**config.mk**
```make
export PLATFORM = sky130hd
export DESIGN_NAME = exc_sequencer
export DESIGN_NICKNAME = d
export VERILOG_FILES = /design/src/rtl/exc_sequencer.sv
export SDC_FILE = /design/constraint.sdc
export NUM_CORES = 1
export LEC_CHECK = 0
export BUFFER_PORTS_ARGS = -buffer_cell sky130_fd_sc_hd__buf_4
export CAP_MARGIN = 20
export CORE_UTILIZATION = 33
export CTS_BUF_LIST = sky130_fd_sc_hd__clkbuf_8
export CTS_CLUSTER_DIAMETER = 60
export DETAILED_ROUTE_END_ITERATION = 16
export PLACE_DENSITY_LB_ADDON = 0.05
export SKIP_LAST_GASP = 1
export SLEW_MARGIN = 20
export SYNTH_ARGS = -nofsm -noshare
export SYNTH_HDL_FRONTEND = slang
export SYNTH_SLANG_ARGS = --single-unit
export TNS_END_PERCENT = 30
```
**constraint.sdc**
```tcl
create_clock -name clk -period 3.9 [get_ports clk]
set_input_delay 0.78 -clock clk [delete_from_list [all_inputs] [get_ports clk]]
set_output_delay 0.78 -clock clk [all_outputs]
set_load 0.01 [all_outputs]
```
**src/rtl/exc_sequencer.sv**
```systemverilog
`timescale 1ns/1ps
// exc_sequencer
// Commit-point controller between the M-stage pipeline register and CP0.
// Arbitrates synchronous exceptions, ERET and interrupts (exception > ERET >
// interrupt), issues one isException strobe to CP0 per event, then sequences
// flush, stall and a PC redirect to the CP0-supplied handler/EPC address.
//
// Ports:
//   clk, reset (async, active-low)
//   memValid, pipeExcValid, pipeExcCause, pipeEret, memPC, memBD,
//   memBadVAddr, stageExcPending          : M-stage / pipeline event inputs
//   interruptNow, cp0Jump, cp0JumpAddress : from CP0
//   cp0IsException, cp0Cause, cp0PC, cp0BadVAddr, cp0IsBD : to CP0
//   hasExceptionInPipeline                : to CP0 interrupt masking
//   flush, stall, redirect, redirectPC    : pipeline control
//   busy                                  : sequencer not idle
//   fault                                 : sticky, CP0 did not jump on ISSUE
//
// Optional build macro EXC_SEQ_COUNT_EN adds saturating 16-bit event
// counters excCount, eretCount and intCount.
module exc_sequencer #(
  parameter int unsigned FLUSH_CYCLES = 2,
  parameter logic [4:0]  CAUSE_INT    = 5'd0,
  parameter logic [4:0]  CAUSE_ERET   = 5'd31
) (
  input  logic        clk,
  input  logic        reset,
  input  logic        memValid,
  input  logic        pipeExcValid,
  input  logic [4:0]  pipeExcCause,
  input  logic        pipeEret,
  input  logic [31:0] memPC,
  input  logic        memBD,
  input  logic [31:0] memBadVAddr,
  input  logic [2:0]  stageExcPending,
  input  logic        interruptNow,
  input  logic        cp0Jump,
  input  logic [31:0] cp0JumpAddress,
  output logic        cp0IsException,
  output logic [4:0]  cp0Cause,
  output logic [31:0] cp0PC,
  output logic [31:0] cp0BadVAddr,
  output logic        cp0IsBD,
  output logic        hasExceptionInPipeline,
  output logic        flush,
  output logic        stall,
  output logic        redirect,
  output logic [31:0] redirectPC,
  output logic        busy,
`ifdef EXC_SEQ_COUNT_EN
  output logic [15:0] excCount,
  output logic [15:0] eretCount,
  output logic [15:0] intCount,
`endif
  output logic        fault
);

  typedef enum logic [1:0] {
    S_IDLE,
    S_ISSUE,
    S_FLUSH,
    S_REDIRECT
  } state_e;

  localparam logic [3:0] CNT_INIT = 4'(FLUSH_CYCLES - 1);

  state_e      state_q, state_d;
  logic [3:0]  cnt_q, cnt_d;
  logic        is_exc_q, is_exc_d;
  logic [4:0]  cause_q, cause_d;
  logic [31:0] pc_q, pc_d;
  logic [31:0] bva_q, bva_d;
  logic        bd_q, bd_d;
  logic        flush_q, flush_d;
  logic        stall_q, stall_d;
  logic        redirect_q, redirect_d;
  logic [31:0] rpc_q, rpc_d;
  logic        fault_q, fault_d;

  logic        take_event;

`ifdef EXC_SEQ_COUNT_EN
  logic [15:0] exc_cnt_q, exc_cnt_d;
  logic [15:0] eret_cnt_q, eret_cnt_d;
  logic [15:0] int_cnt_q, int_cnt_d;
`endif

  assign take_event = memValid & (pipeExcValid | pipeEret | interruptNow);

  // Outputs are registered: each state's outputs are computed on the
  // transition into that state.
  always_comb begin
    state_d    = state_q;
    cnt_d      = cnt_q;
    is_exc_d   = 1'b0;
    cause_d    = cause_q;
    pc_d       = pc_q;
    bva_d      = bva_q;
    bd_d       = bd_q;
    flush_d    = 1'b0;
    stall_d    = 1'b0;
    redirect_d = 1'b0;
    rpc_d      = rpc_q;
    fault_d    = fault_q;
`ifdef EXC_SEQ_COUNT_EN
    exc_cnt_d  = exc_cnt_q;
    eret_cnt_d = eret_cnt_q;
    int_cnt_d  = int_cnt_q;
`endif

    unique case (state_q)
      S_IDLE: begin
        if (take_event) begin
          state_d  = S_ISSUE;
          is_exc_d = 1'b1;
          flush_d  = 1'b1;
          stall_d  = 1'b1;
          pc_d     = memPC;
          bd_d     = memBD;
          bva_d    = memBadVAddr;
          if (pipeExcValid) begin
            cause_d = pipeExcCause;
`ifdef EXC_SEQ_COUNT_EN
            if (exc_cnt_q != '1) exc_cnt_d = exc_cnt_q + 16'd1;
`endif
          end else if (pipeEret) begin
            cause_d = CAUSE_ERET;
`ifdef EXC_SEQ_COUNT_EN
            if (eret_cnt_q != '1) eret_cnt_d = eret_cnt_q + 16'd1;
`endif
          end else begin
            cause_d = CAUSE_INT;
`ifdef EXC_SEQ_COUNT_EN
            if (int_cnt_q != '1) int_cnt_d = int_cnt_q + 16'd1;
`endif
          end
        end
      end

      S_ISSUE: begin
        // CP0 derives jump/address combinationally from isException,
        // so they are valid during this cycle only.
        rpc_d   = cp0JumpAddress;
        if (!cp0Jump) fault_d = 1'b1;
        cnt_d   = CNT_INIT;
        state_d = S_FLUSH;
        flush_d = 1'b1;
        stall_d = 1'b1;
      end

      S_FLUSH: begin
        if (cnt_q == '0) begin
          state_d    = S_REDIRECT;
          redirect_d = 1'b1;
          stall_d    = 1'b1;
        end else begin
          cnt_d   = cnt_q - 4'd1;
          flush_d = 1'b1;
          stall_d = 1'b1;
        end
      end

      S_REDIRECT: begin
        state_d = S_IDLE;
      end

      default: begin
        state_d = S_IDLE;
      end
    endcase
  end

  always_ff @(posedge clk or negedge reset) begin
    if (!reset) begin
      state_q    <= S_IDLE;
      cnt_q      <= '0;
      is_exc_q   <= 1'b0;
      cause_q    <= '0;
      pc_q       <= '0;
      bva_q      <= '0;
      bd_q       <= 1'b0;
      flush_q    <= 1'b0;
      stall_q    <= 1'b0;
      redirect_q <= 1'b0;
      rpc_q      <= '0;
      fault_q    <= 1'b0;
`ifdef EXC_SEQ_COUNT_EN
      exc_cnt_q  <= '0;
      eret_cnt_q <= '0;
      int_cnt_q  <= '0;
`endif
    end else begin
      state_q    <= state_d;
      cnt_q      <= cnt_d;
      is_exc_q   <= is_exc_d;
      cause_q    <= cause_d;
      pc_q       <= pc_d;
      bva_q      <= bva_d;
      bd_q       <= bd_d;
      flush_q    <= flush_d;
      stall_q    <= stall_d;
      redirect_q <= redirect_d;
      rpc_q      <= rpc_d;
      fault_q    <= fault_d;
`ifdef EXC_SEQ_COUNT_EN
      exc_cnt_q  <= exc_cnt_d;
      eret_cnt_q <= eret_cnt_d;
      int_cnt_q  <= int_cnt_d;
`endif
    end
  end

  assign busy                   = (state_q != S_IDLE);
  assign hasExceptionInPipeline = (|stageExcPending) | pipeExcValid | pipeEret | busy;

  assign cp0IsException = is_exc_q;
  assign cp0Cause       = cause_q;
  assign cp0PC          = pc_q;
  assign cp0BadVAddr    = bva_q;
  assign cp0IsBD        = bd_q;
  assign flush          = flush_q;
  assign stall          = stall_q;
  assign redirect       = redirect_q;
  assign redirectPC     = rpc_q;
  assign fault          = fault_q;

`ifdef EXC_SEQ_COUNT_EN
  assign excCount  = exc_cnt_q;
  assign eretCount = eret_cnt_q;
  assign intCount  = int_cnt_q;
`endif

endmodule

```
Word-level counts from Yosys, hierarchy flattened:

Cells that the tools add are included.

* word-level logic and storage cells: 50
* output and inout port bits: 109
* bits in registers: 113
* input bits: 112

* equal/unequal tests: 6
* reductions and logical operators: 10
* bitwise operators: 7
* add/sub/neg operators: 1
* mux-type cells: 14

Operator list (count)
* $mux 5: 2
* $pmux 2 s4: 1
* $pmux 4 s2: 1
* $reduce_and 2->1: 4
* $ne 2x2->1 const B: 3
* $mux 1: 5
* $or 1x1->1: 5
* $eq 2x2->1 const B: 2
* $logic_not 4->1: 1
* $mux 2: 2
* $mux 4: 1
* $reduce_bool 2->1: 2
* $sub 4x1->4 const B: 1
* $pmux 1 s3: 1
* $reduce_or 3->1: 1
* $eq 2x1->1 const B: 1
* $logic_not 2->1: 1
* $pmux 1 s2: 1
* $reduce_or 2->1: 1
* $and 1x1->1: 1
* $not 1->1: 1

Depth between registers and ports, before layout:

Gate-level depths: netlist (run 1).

* word-level depth: 5
* depth in mapped cells: 8
* mapped depth without buffers: 6

Worst setup path after synthesis (run 1):

No wires, ideal clock.

* path type: input -> output
* from: input port pipeExcValid
* to: output port hasExceptionInPipeline
* arrival time: 1.771 ns
* path slack: 1.349 ns
* buffers on the path: 1
* stages on the path: 3
* required time: 3.120 ns
* path through: buf_2 -> or4_1 -> or3_1

* longest elaborated chain between the ends: 3

RTL lines
* start, declared: line 29 `input logic pipeExcValid,`
* $or 1x1->1 (3 in series): line 214 `assign hasExceptionInPipeline = (|stageExcPending) | pipeExcValid | pipeEret | busy;`
* end, declared: line 44 `output logic hasExceptionInPipeline,`

Every way passes these cells.

Worst setup path in the final report (run 1):

Same ends and word-level chain as after synthesis.

==> results by group, run 1 <==
Worst setup path
  – FF-to-FF Start: state_q[0]
  – Data arrival time of the worst path: 1.88 ns
  – Crit path required time: about 3.1 ns
  – R2R Setup Slk: between 1.5 and 2 ns
  – Crit path to: hasExceptionInPipeline
  – Crit-path max FO: 9
  – CP Launch Type: input pin
  – Setup CP Type: in2out
  – Worst setup startpoint: pipeExcValid
  – Reg2reg path depth: 5
  – Crit end category: output port
  – RR Endpoint: cp0Cause[4]

Final layout
  – Layout area overhead: 48.6%
  – # diodes: 0
  – Layout net count: 760
  – Fill cells: roughly 1300
  – Finished Core Util: roughly half
  – Most frequent cells in the layout: buf_4, nand2_1, dfrtp_1
  – Share of layout cells above drive strength 1: between 40% and 50%
  – Commonest non-fill, non-tap cell in the layout: buf_4

Synthesis
  – Biggest area consumer among synthesized cells: dfrtp_1
  – Mapped Cells: between 400 and 500
  – Sequential area share after synthesis: 63.5%
  – Synth Area in Adders: between 1.5 and 2%
  – Synth unique cells: 29
  – Multiplexer share of the synthesized area: under 10%
  – Yosys warns: 0
  – Number of synthesized flops with an enable pin: 0
  – Synth Cell Area: approximately 4500 sq um
  – Synthesized area per cell: between 10 and 15 sq um
  – Largest family of logic cells by synthesized area: simple AND/OR/NAND/NOR gates
  – Yosys top cell area share: 63.5%
  – Synth Net Count: 540
  – #FFs+latches synth: ~110
  – Synth Flop Type: dfrtp_1
  – Synth Area in Simple Gates: 18.0%
  – Synth Area in Compound Gates: under 10%
  – Async SR Flop Fraction: 100%
  – Post-Synth XOR/XNOR Area: 0%
  – Synth area leaders: dfrtp_1, nand2_1, mux2_2

Drt
  – DR iter-0 viols: around 150
  – First-pass iteration count of the detailed router: 4
  – Final ANT Viol Nets: 0
  – Drt via density: about 4.4
  – Avg WL per Cell: between 10 and 15 um
  – Routed wire length: ~11000 um
  – Residual DRC count: 0
  – Routed via count: 3632

Job
  – Max-cap viol count: 0

Timing
  – Clock Skew: approximately 0.0058 ns
  – Slew margin rel.: 46.6%
  – RSZ-0062 raised after global routing: false
  – Final Cycle Share: roughly two thirds
  – Maximum clock rate: roughly 380 MHz
  – Fin. max-slew vios: 0
  – Tmin final: about 2.7 ns
  – Final Hold Vio Count: 0
  – Worst Max-Slew Pin Slew: 0.801 ns
  – Final Setup Violations: 0
  – Final TNS setup: 0 ns

Clock tree
  – CTS resizes: 0
  – Total CTS buffers: 17
  – Clk_lat worst skew: 0.42 ns
  – Post-CTS setup buffer count: 0
  – Hold Buf Count CTS: 0
  – Worst-path clk slew: 0.06 ns
  – CTS root buf: clkbuf_8
  – CTS Buffer Depth: 2
  – H-tree depth: 4
  – TritonCTS clock tree: done
  – Clock sinks: roughly 110

Die
  – Die Wd: ~120 um
  – Die Ht: around 120 um
  – CORE AREA: ~13000 sq um
  – Starting Density: between 30% and 40%
  – Die area: between 10000 and 15000 sq um
  – # IOs: between 200 and 250
  – Row count: 42

Power
  – Worst VDD drop: 0.311 mV
  – Cell area power density: 801 nW/um^2
  – LEAKAGE: between 0.003 and 0.004 uW

GRT
  – Initial antenna violation count: 0
  – Number of global-route vias before repair: 3678
  – First-pass GRT wire length: 18500 um
  – Overflow after GRT: 0
  – GRT Total Usage: between 10% and 20%
  – Largest net degree at the start of global routing: ~110

Placement
  – HPWL Detailed: 7680 um
  – IO buf count: 220
  – Placer Congestion: roughly 0.72

Status
  – Outcome: complete, no violations

Min path
  – Min-Delay Path Class: in2async
==> critical path, cell delays in order <==
cell	delay, ns
buf_4	0.15
or4_1	0.49
or3_1	0.31
buf_4	0.15
==> power by group <==
part	internal [uW]	total, uW	switching (uW)	leakage (uW)
Combinational	1140	2210	1070	0.00195
Sequential	1730	2010	286	0.00139
Clock	637	1070	437	0.000219
==> cells in the mapped netlist, types with 3 or more instances <==
library cell and count:
a211oi_1 3, a21oi_1 10, buf_2 10, buf_4 4, buf_6 4, clkbuf_1 4
dfrtp_1 113, ha_1 7, inv_1 10, mux2_2 32, nand2_1 200, o21ai_0 6
==> how the worst min path moves through the flow <==
stage	from	endpoint	cells after the start	slack, ns
after CTS	reset	fault	2	0.44
after floorplan	cnt_q[3]	cnt_q[3]	1	0.45
after global routing	reset	fault	2	0.45
final	reset	fault	2	0.42
after global placement	fault	fault	1	0.44
after detailed placement	fault	fault	1	0.45
==> final cells by class <==
cell class / count / area, sq um / share of cell area, %
Clock buffer: 22 / 303 / 4.58
Inverter: 11 / 43.8 / 0.662
Clock inverter: 9 / 90.1 / 1.36
Timing Repair Buffer: 223 / 1690 / 25.5
Tap cell: 176 / 220 / 3.33
Sequential cell: 113 / 2830 / 42.7
Multi-Input combinational cell: 275 / 1440 / 21.8
==> per-stage QoR <==
stage / instance area, sq um / instances / worst slack, ns / hold slack (ns) / total power, uW
floorplan: 4450 / 421 / 1.35 / 0.452 / 3160
global placement: 6220 / 798 / 1.25 / 0.445 / 4230
detailed placement: 6220 / 798 / 1.24 / 0.453 / 4290
CTS: 6620 / 829 / 1.24 / 0.444 / 5400
global route: 6620 / 829 / 1.14 / 0.448 / 5710
finish: 6620 / 829 / 1.24 / 0.415 / 5300
==> routing by layer <==
metal / part of all wire, % / track usage (%) / vias to the layer above
met5: 0 / 0 / -
met2: 49 / 28.0 / 141
met1: 41 / 19.9 / 1702
met3: 9.0 / 6.56 / 10
met4: 1.3 / 7.45 / 0
li1: - / - / 1779
==> kinds of logic after synthesis <==
group,count (synthesis)
compound gates,27
fa+ha+maj,7
buf+inv,33
flops,113
mux,33
simple gates,208
==> flip-flops by register name (all words and copies together) (netlist names) <==
name	flops
cp0IsException	1
redirectPC	32
state_q	2
cnt_q	4
cp0IsBD	1
flush	1
redirect	1
fault	1
cp0BadVAddr	32
cp0PC	32
stall	1
cp0Cause	5
(Power assumes the default switching activity.)
==> inputs of run 2 (changes only) <==
- ABC_AREA: unset -> 1
- clock period: 3.9 -> 2.7 ns (I/O delays scaled with it)
==> run 2 against run 1 <==
  * Sequential power is 45% higher
  * Power is 47% higher
  * Die area grew 0.80%
  * Worst hold slack lost 0.35 ns
  * Via count up 8.3%
  * Clock-buffer cell count did not move
  * Synthesized cell count increased by 21%
  * Non-clock buffer count increased by 2
  * Sequential cell count unchanged
  * Routed wire length increased by 2.5%
  * Largest power group unchanged
  * Highest routed layer unchanged
==> results by group, run 2 <==
Status
  – Outcome: complete, no violations

Placement
  – IO buf count: 220 (unchanged)
  – Worst slack, placed: 0.527 ns (-0.710 ns)
  – HPWL Detailed: 8120 um (+5.7%)
  – Placer Congestion: 0.760 (+5.9%)

Timing
  – Final TNS setup: 0 ns (unchanged)
  – Final Hold Vio Count: 0 (unchanged)
  – Fin. max-slew vios: 0 (unchanged)
  – Clock Skew: 0.0112 ns (+0.00533 ns)
  – Final worst-path setup slack: 0.447 ns (-0.793 ns)
  – Final Cycle Share: 83.4%
  – RSZ-0062 raised after global routing: false
  – Maximum clock rate: roughly 440 MHz
  – Tmin final: ~2.3 ns
  – Slew margin rel.: 53.5% (+6.9 points)
  – Worst Max-Slew Pin Slew: 0.698 ns (-0.103 ns)
  – Final Setup Violations: 0 (unchanged)

Clock tree
  – CTS Buffer Depth: 2 (unchanged)
  – Clk_lat worst skew: 0.43 ns (about the same)
  – Total CTS buffers: 17 (unchanged)
  – Hold Buf Count CTS: 0 (unchanged)
  – TritonCTS clock tree: done
  – Worst-path clk slew: 0.06 ns (about the same)
  – Clock sinks: 113 (unchanged)
  – CTS root buf: clkbuf_8
  – Post-CTS setup buffer count: 0 (unchanged)
  – H-tree depth: 4 (unchanged)
  – CTS resizes: 0 (unchanged)

Worst setup path
  – Data arrival time of the worst path: 1.71 ns (-0.17 ns)
  – Reg2reg path depth: 6 (+1)
  – Crit-path max FO: 4 (-5)
  – R2R Setup Slk: 0.58 ns (-1.38 ns)
  – Setup CP Type: reg2out
  – Crit path required time: 2.16 ns (-0.96 ns)
  – CP Launch Type: flop
  – Crit end category: output port
  – FF-to-FF Start: state_q[0]
  – RR Endpoint: cp0PC[9]

Final layout
  – Most frequent cells in the layout: nand2_1, buf_4, dfrtp_1
  – Layout area overhead: 49.2%
  – Commonest non-fill, non-tap cell in the layout: nand2_1
  – # diodes: 0 (unchanged)
  – Share of layout cells above drive strength 1: 34.5% (-9.0 points)
  – Fill cells: 1340 (+5.8%)
  – Layout net count: 851 (+12%)

GRT
  – Initial antenna violation count: 0 (unchanged)
  – First-pass GRT wire length: 18500 um (+0.26%)
  – GRT Total Usage: 17.0% (-0.12 points)
  – Overflow after GRT: 0 (unchanged)
  – Number of global-route vias before repair: 3735 (+1.5%)
  – Largest net degree at the start of global routing: 72 (-37%)

Synthesis
  – Mapped Cells: 509 (+21%)
  – Synth Cell Area: 4490 sq um (+0.81%)
  – Synth Net Count: 628 (+16%)
  – Synth Flop Type: dfrtp_1
  – Count leader, synth: nand2_1
  – Synth unique cells: 21 (-28%)
  – Yosys warns: 0 (unchanged)
  – Most frequent cells after synthesis: nand2_1, dfrtp_1, inv_1, buf_2
  – Number of synthesized flops with an enable pin: 0 (unchanged)
  – Async SR Flop Fraction: 100% (unchanged)
  – Yosys top cell area share: 63.0% (-0.51 points)
  – Sequential area share after synthesis: 63.0% (-0.51 points)
  – Synth area leaders: dfrtp_1, nand2_1, ha_1
  – Synthesized area per cell: 8.82 sq um (-17%)
  – Biggest area consumer among synthesized cells: dfrtp_1
  – #FFs+latches synth: 113 (unchanged)

Power
  – Register share of total power: 37.5% (-0.5 points)
  – Logic pwr share: 41.4% (-0.4 points)
  – Clock power share: 21.1% (+0.8 points)
  – NetSw: 2770 uW (+54%)
  – Cell area power density: 1160 nW/um^2 (+45%)
  – Cell Int Power: 5020 uW (+43%)
  – Worst VDD drop: 0.523 mV (+68%)
  – LEAKAGE: 0.00384 uW (+7.9%)
  – Switch share: 35.6% (+1.7 points)

Drt
  – Avg WL per Cell: 12.5 um (-7.5%)
  – Routed wire length: 11500 um (+2.5%)
  – Residual DRC count: 0 (unchanged)
  – DR iter-0 viols: 211 (+39%)
  – First-pass iteration count of the detailed router: 4 (unchanged)
  – Drt via density: 4.28 (-2.3%)
  – Final ANT Viol Nets: 0 (unchanged)
  – Routed via count: 3935 (+8.3%)

Die
  – Die Ht: 119 um (+0.40%)
  – CORE AREA: 13200 sq um (+0.40%)
  – Die Wd: 119 um (+0.40%)
  – # IOs: 221 (unchanged)
  – Row count: 42 (unchanged)
  – Starting Density: 33.9% (+0.14 points)
  – Die area: 14100 sq um (+0.80%)

Job
  – Max-cap viol count: 0 (unchanged)

Min path
  – Min-Delay Path Class: in2async
run 2: cell families after synthesis:
kind of cell / count (synthesis) / share of synthesized area, %
AND/OR/NAND/NOR: 345 / 29.5
flip-flops: 113 / 63.0
buffers and inverters: 35 / 4.38
XOR/XNOR: 1 / 0.195
AO/OA/AOI/OAI: 8 / 0.975
adder cells (fa/ha/maj): 7 / 1.95
run 2: how the worst max path moves through the flow:
stage            startpoint                     end  cells after the start
2_1_floorplan    state_q[0]  hasExceptionInPipeline                      5
3_3_place_gp   pipeExcValid         cp0BadVAddr[31]                      7
3_5_place_dp   pipeExcValid          cp0BadVAddr[9]                      7
4_1_cts          state_q[0]  hasExceptionInPipeline                      6
5_1_grt          state_q[0]  hasExceptionInPipeline                      6
6_report         state_q[0]  hasExceptionInPipeline                      6
run 2: critical path, stage by stage (launching register included):
cell	delay (ns)
dfrtp_1	0.41
inv_1	0.11
ha_1	0.24
inv_1	0.08
nor4_1	0.22
nand2_1	0.08
buf_4	0.15
run 2: layout make-up:
type	instances	area, sq um	area share [%]
clock inverter	8	111	1.66
inverter	14	55.1	0.822
clock buffer	22	303	4.52
tap	176	220	3.29
timing repair buffer	225	1710	25.6
sequential	113	2830	42.2
multi-input combinational	361	1470	21.9
run 2: per-layer routing:
layer / vias to the layer above / GRT usage (%) / part of all wire (%)
li1: 1980 / - / -
met4: 0 / 8.62 / 2.6
met1: 1773 / 20.7 / 44
met5: - / 0 / 0
met2: 161 / 25.0 / 44
met3: 21 / 7.87 / 9.8
run 2: power groups by stage:
stage          Clock (uW)  Combinational (uW)  Sequential [uW]
2_1_floorplan           0                1310             3250
3_3_place_gp            0                3260             2910
3_5_place_dp            0                3310             2930
4_1_cts              1710                3300             2920
5_1_grt              1770                3620             3020
6_report             1650                3230             2920
run 2: per-stage QoR:
| step | instance area [sq um] | util, % | hold WS, ns | instances | total power (uW) |
|---|---|---|---|---|---|
| after floorplan | 4490 | - | 0.244 | 509 | 4560 |
| after global placement | 6280 | 47.4 | 0.455 | 889 | 6170 |
| after detailed placement | 6280 | 47.4 | 0.461 | 889 | 6230 |
| after CTS | 6700 | 50.6 | 0.0536 | 919 | 7930 |
| after global routing | 6700 | 50.6 | 0.0773 | 919 | 8410 |
| final | 6700 | 50.6 | 0.0696 | 919 | 7800 |
==> inputs of run 3 (changes only) <==
- ABC_AREA: 1 -> 0
- clock period: 2.7 -> 1.99 ns (I/O delays scaled with it)
==> run 3 against run 2 <==
  * Clock-buffer cell count is 3 lower
  * Global-route usage is 0.65 points higher
  * Critical path depth is 2 lower
  * Critical path type is now in2out
  * Largest cell class unchanged
==> results by group, run 3 (same netlist as run 1, synthesis figures left out) <==
Power
  – LEAKAGE: 0.00362 uW (-5.7%)
  – Logic pwr share: 42.6% (+1.2 points)
  – Cell area power density: 1580 nW/um^2 (+36%)
  – Register share of total power: 36.9% (-0.6 points)
  – NetSw: 3620 uW (+31%)
  – Cell Int Power: 7060 uW (+41%)
  – Clock power share: 20.5% (-0.6 points)
  – Worst VDD drop: 0.636 mV (+22%)
  – Switch share: 33.9% (-1.7 points)

Clock tree
  – H-tree depth: 4 (unchanged)
  – Total CTS buffers: 17 (unchanged)
  – Worst-path clk slew: 0.07 ns (about the same)
  – CTS Buffer Depth: 2 (unchanged)
  – Clk_lat worst skew: 0.43 ns (about the same)
  – CTS root buf: clkbuf_8
  – TritonCTS clock tree: done
  – Clock sinks: 113 (unchanged)

Drt
  – Drt via density: 4.37 (+2.1%)
  – Avg WL per Cell: 13.6 um (+8.8%)
  – DR iter-0 viols: 128 (-39%)
  – Routed via count: 3687 (-6.3%)
  – Final ANT Viol Nets: 0 (unchanged)
  – Residual DRC count: 0 (unchanged)
  – Highest metal used: met4
  – DR WL met2: 5560 um (+10%)
  – Routed wire length: 11500 um (-0.23%)
  – M1 WL: 4800 um (-4.9%)
  – First-pass iteration count of the detailed router: 4 (unchanged)
  – Met3 Routed Length: 981 um (-13%)

Timing
  – Final Cycle Share: between 90% and 100%
  – Final TNS setup: 0 ns (unchanged)
  – Maximum clock rate: approximately 510 MHz
  – RSZ-0062 raised after global routing: true
  – Fin. max-slew vios: 0 (unchanged)
  – Clock Skew: 0.00626 ns (-0.00489 ns)
  – Tmin final: ~1.9 ns
  – Final Setup Violations: 0 (unchanged)
  – Slew margin rel.: 70.6% (+17 points)
  – Final Hold Vio Count: 0 (unchanged)
  – Worst Max-Slew Pin Slew: 0.440 ns (-0.258 ns)
  – Final worst-path setup slack: 0.0478 ns (-0.399 ns)

Worst setup path
  – Delay-heaviest family, CP: simple AND/OR/NAND/NOR gates
  – Critical path's slowest cell: or4_1
  – Crit path required time: 1.59 ns (-0.57 ns)
  – Worst-path cell chain: buf_4, or4_1, or3_1, buf_6
  – Worst setup startpoint: pipeEret
  – Crit end category: output port
  – Crit-path max FO: 4 (unchanged)
  – Setup CP Type: in2out
  – Slowest stage delay, CP: 0.50 ns (+0.09 ns)
  – FF-to-FF Start: state_q[1]
  – CP Launch Type: input pin
  – R2R Setup Slk: 0.25 ns (-0.33 ns)
  – Data arrival time of the worst path: 1.54 ns (-0.17 ns)
  – WP buf/inv: 2 (-1)

Final layout
  – Commonest non-fill, non-tap cell in the layout: buf_4
  – Post-route cell area: 6770 sq um (+1.1%)
  – # diodes: 0 (unchanged)
  – Non-filler cells, final: 843 (-8.3%)
  – Share of layout cells above drive strength 1: 45.4% (+11 points)
  – Layout area overhead: 52.1%
  – Finished Core Util: 51.3% (+0.77 points)
  – Most frequent cells in the layout: buf_4, nand2_1, dfrtp_1
  – Fill cells: 1242 (-7.3%)
  – Layout net count: 774 (-9.0%)

Placement
  – IO buf count: 220 (unchanged)
  – HPWL Detailed: 8180 um (+0.81%)
  – # placed instances: 805 (-9.4%)
  – Worst slack, placed: 0.113 ns (-0.414 ns)
  – Placer Congestion: 0.728 (-4.2%)
  – DP Area: 6300 sq um (+0.24%)

GRT
  – First-pass GRT wire length: 18800 um (+1.3%)
  – Largest net degree at the start of global routing: 52 (-28%)
  – Initial antenna violation count: 0 (unchanged)
  – GRT Total Usage: 17.6% (+0.65 points)
  – Overflow after GRT: 0 (unchanged)
  – Number of global-route vias before repair: 3711 (-0.64%)

Die
  – Starting Density: 33.8% (-0.14 points)
  – Die Ht: 118 um (-0.40%)
  – Row count: 42 (unchanged)
  – # IOs: 221 (unchanged)
  – CORE AREA: 13200 sq um (-0.40%)
  – Die Wd: 118 um (-0.40%)
  – Die area: 14000 sq um (-0.79%)

Min path
  – Min-delay src: memPC[9]
  – Min-Delay Path Class: in2reg

Job
  – Max-cap viol count: 0 (unchanged)

Status
  – Outcome: complete, no violations
[run 3: cell count changes in the layout (fill, tap and decap cells not counted), moves of 4 or more]
cell,before,now
nand3_1,5,1
a21oi_1,3,10
buf_4,223,232
mux2_2,0,32
inv_1,15,9
nand2_1,333,200
[run 3: area by class of cell]
class	instances	area (sq um)	share of cell area [%]
inverter	11	41.3	0.610
clock buffer	19	262	3.86
tap	176	220	3.25
multi-input combinational	275	1460	21.5
timing repair buffer	237	1820	26.9
clock inverter	12	141	2.09
sequential	113	2830	41.8
[run 3: path summary, 6_finish.rpt]
check,to,cells after the start
hold / removal,cp0PC[9],3
hold reg to reg,fault,1
min in group asynchronous,fault,2
max in group asynchronous,cp0BadVAddr[3],3
setup reg to reg,cnt_q[2],6
setup / recovery,hasExceptionInPipeline,4
[run 3: metal layers]
metal	up-vias	GRT usage, %
met4	0	7.21
met3	14	7.19
met1	1725	20.7
met5	-	0
met2	149	28.5
li1	1799	-
[run 3: through the flow]
step                total power (uW)  hold WS [ns]
floorplan                       6180         0.102
global placement                8390         0.218
detailed placement              8500         0.219
CTS                            10900         0.113
global route                   11500         0.117
finish                         10700         0.150
[run 3: power groups by stage]
stage	Sequential (uW)	Combinational (uW)	Clock (uW)
floorplan	4430	1760	0
global placement	3930	4460	0
detailed placement	3970	4530	0
CTS	3950	4620	2290
global route	4080	5020	2390
finish	3940	4550	2190
[run 3: tightest hold or removal path: cells and delay by family]
| family | cells | cell delay, ns |
|---|---|---|
| buf+inv | 1 | 0.08 |
| simple gates | 2 | 0.08 |
[run 3: timing repair]
action | in CTS | in global routing
endpoints found under the setup margin | 1 | 1
resized for setup | 5 | 0
buffers inserted | 4 | 2
gates cloned | 0 | 0
pin swaps | 1 | 0
hold buffers | 1 | 0
endpoints found under the hold margin | 49 | 0
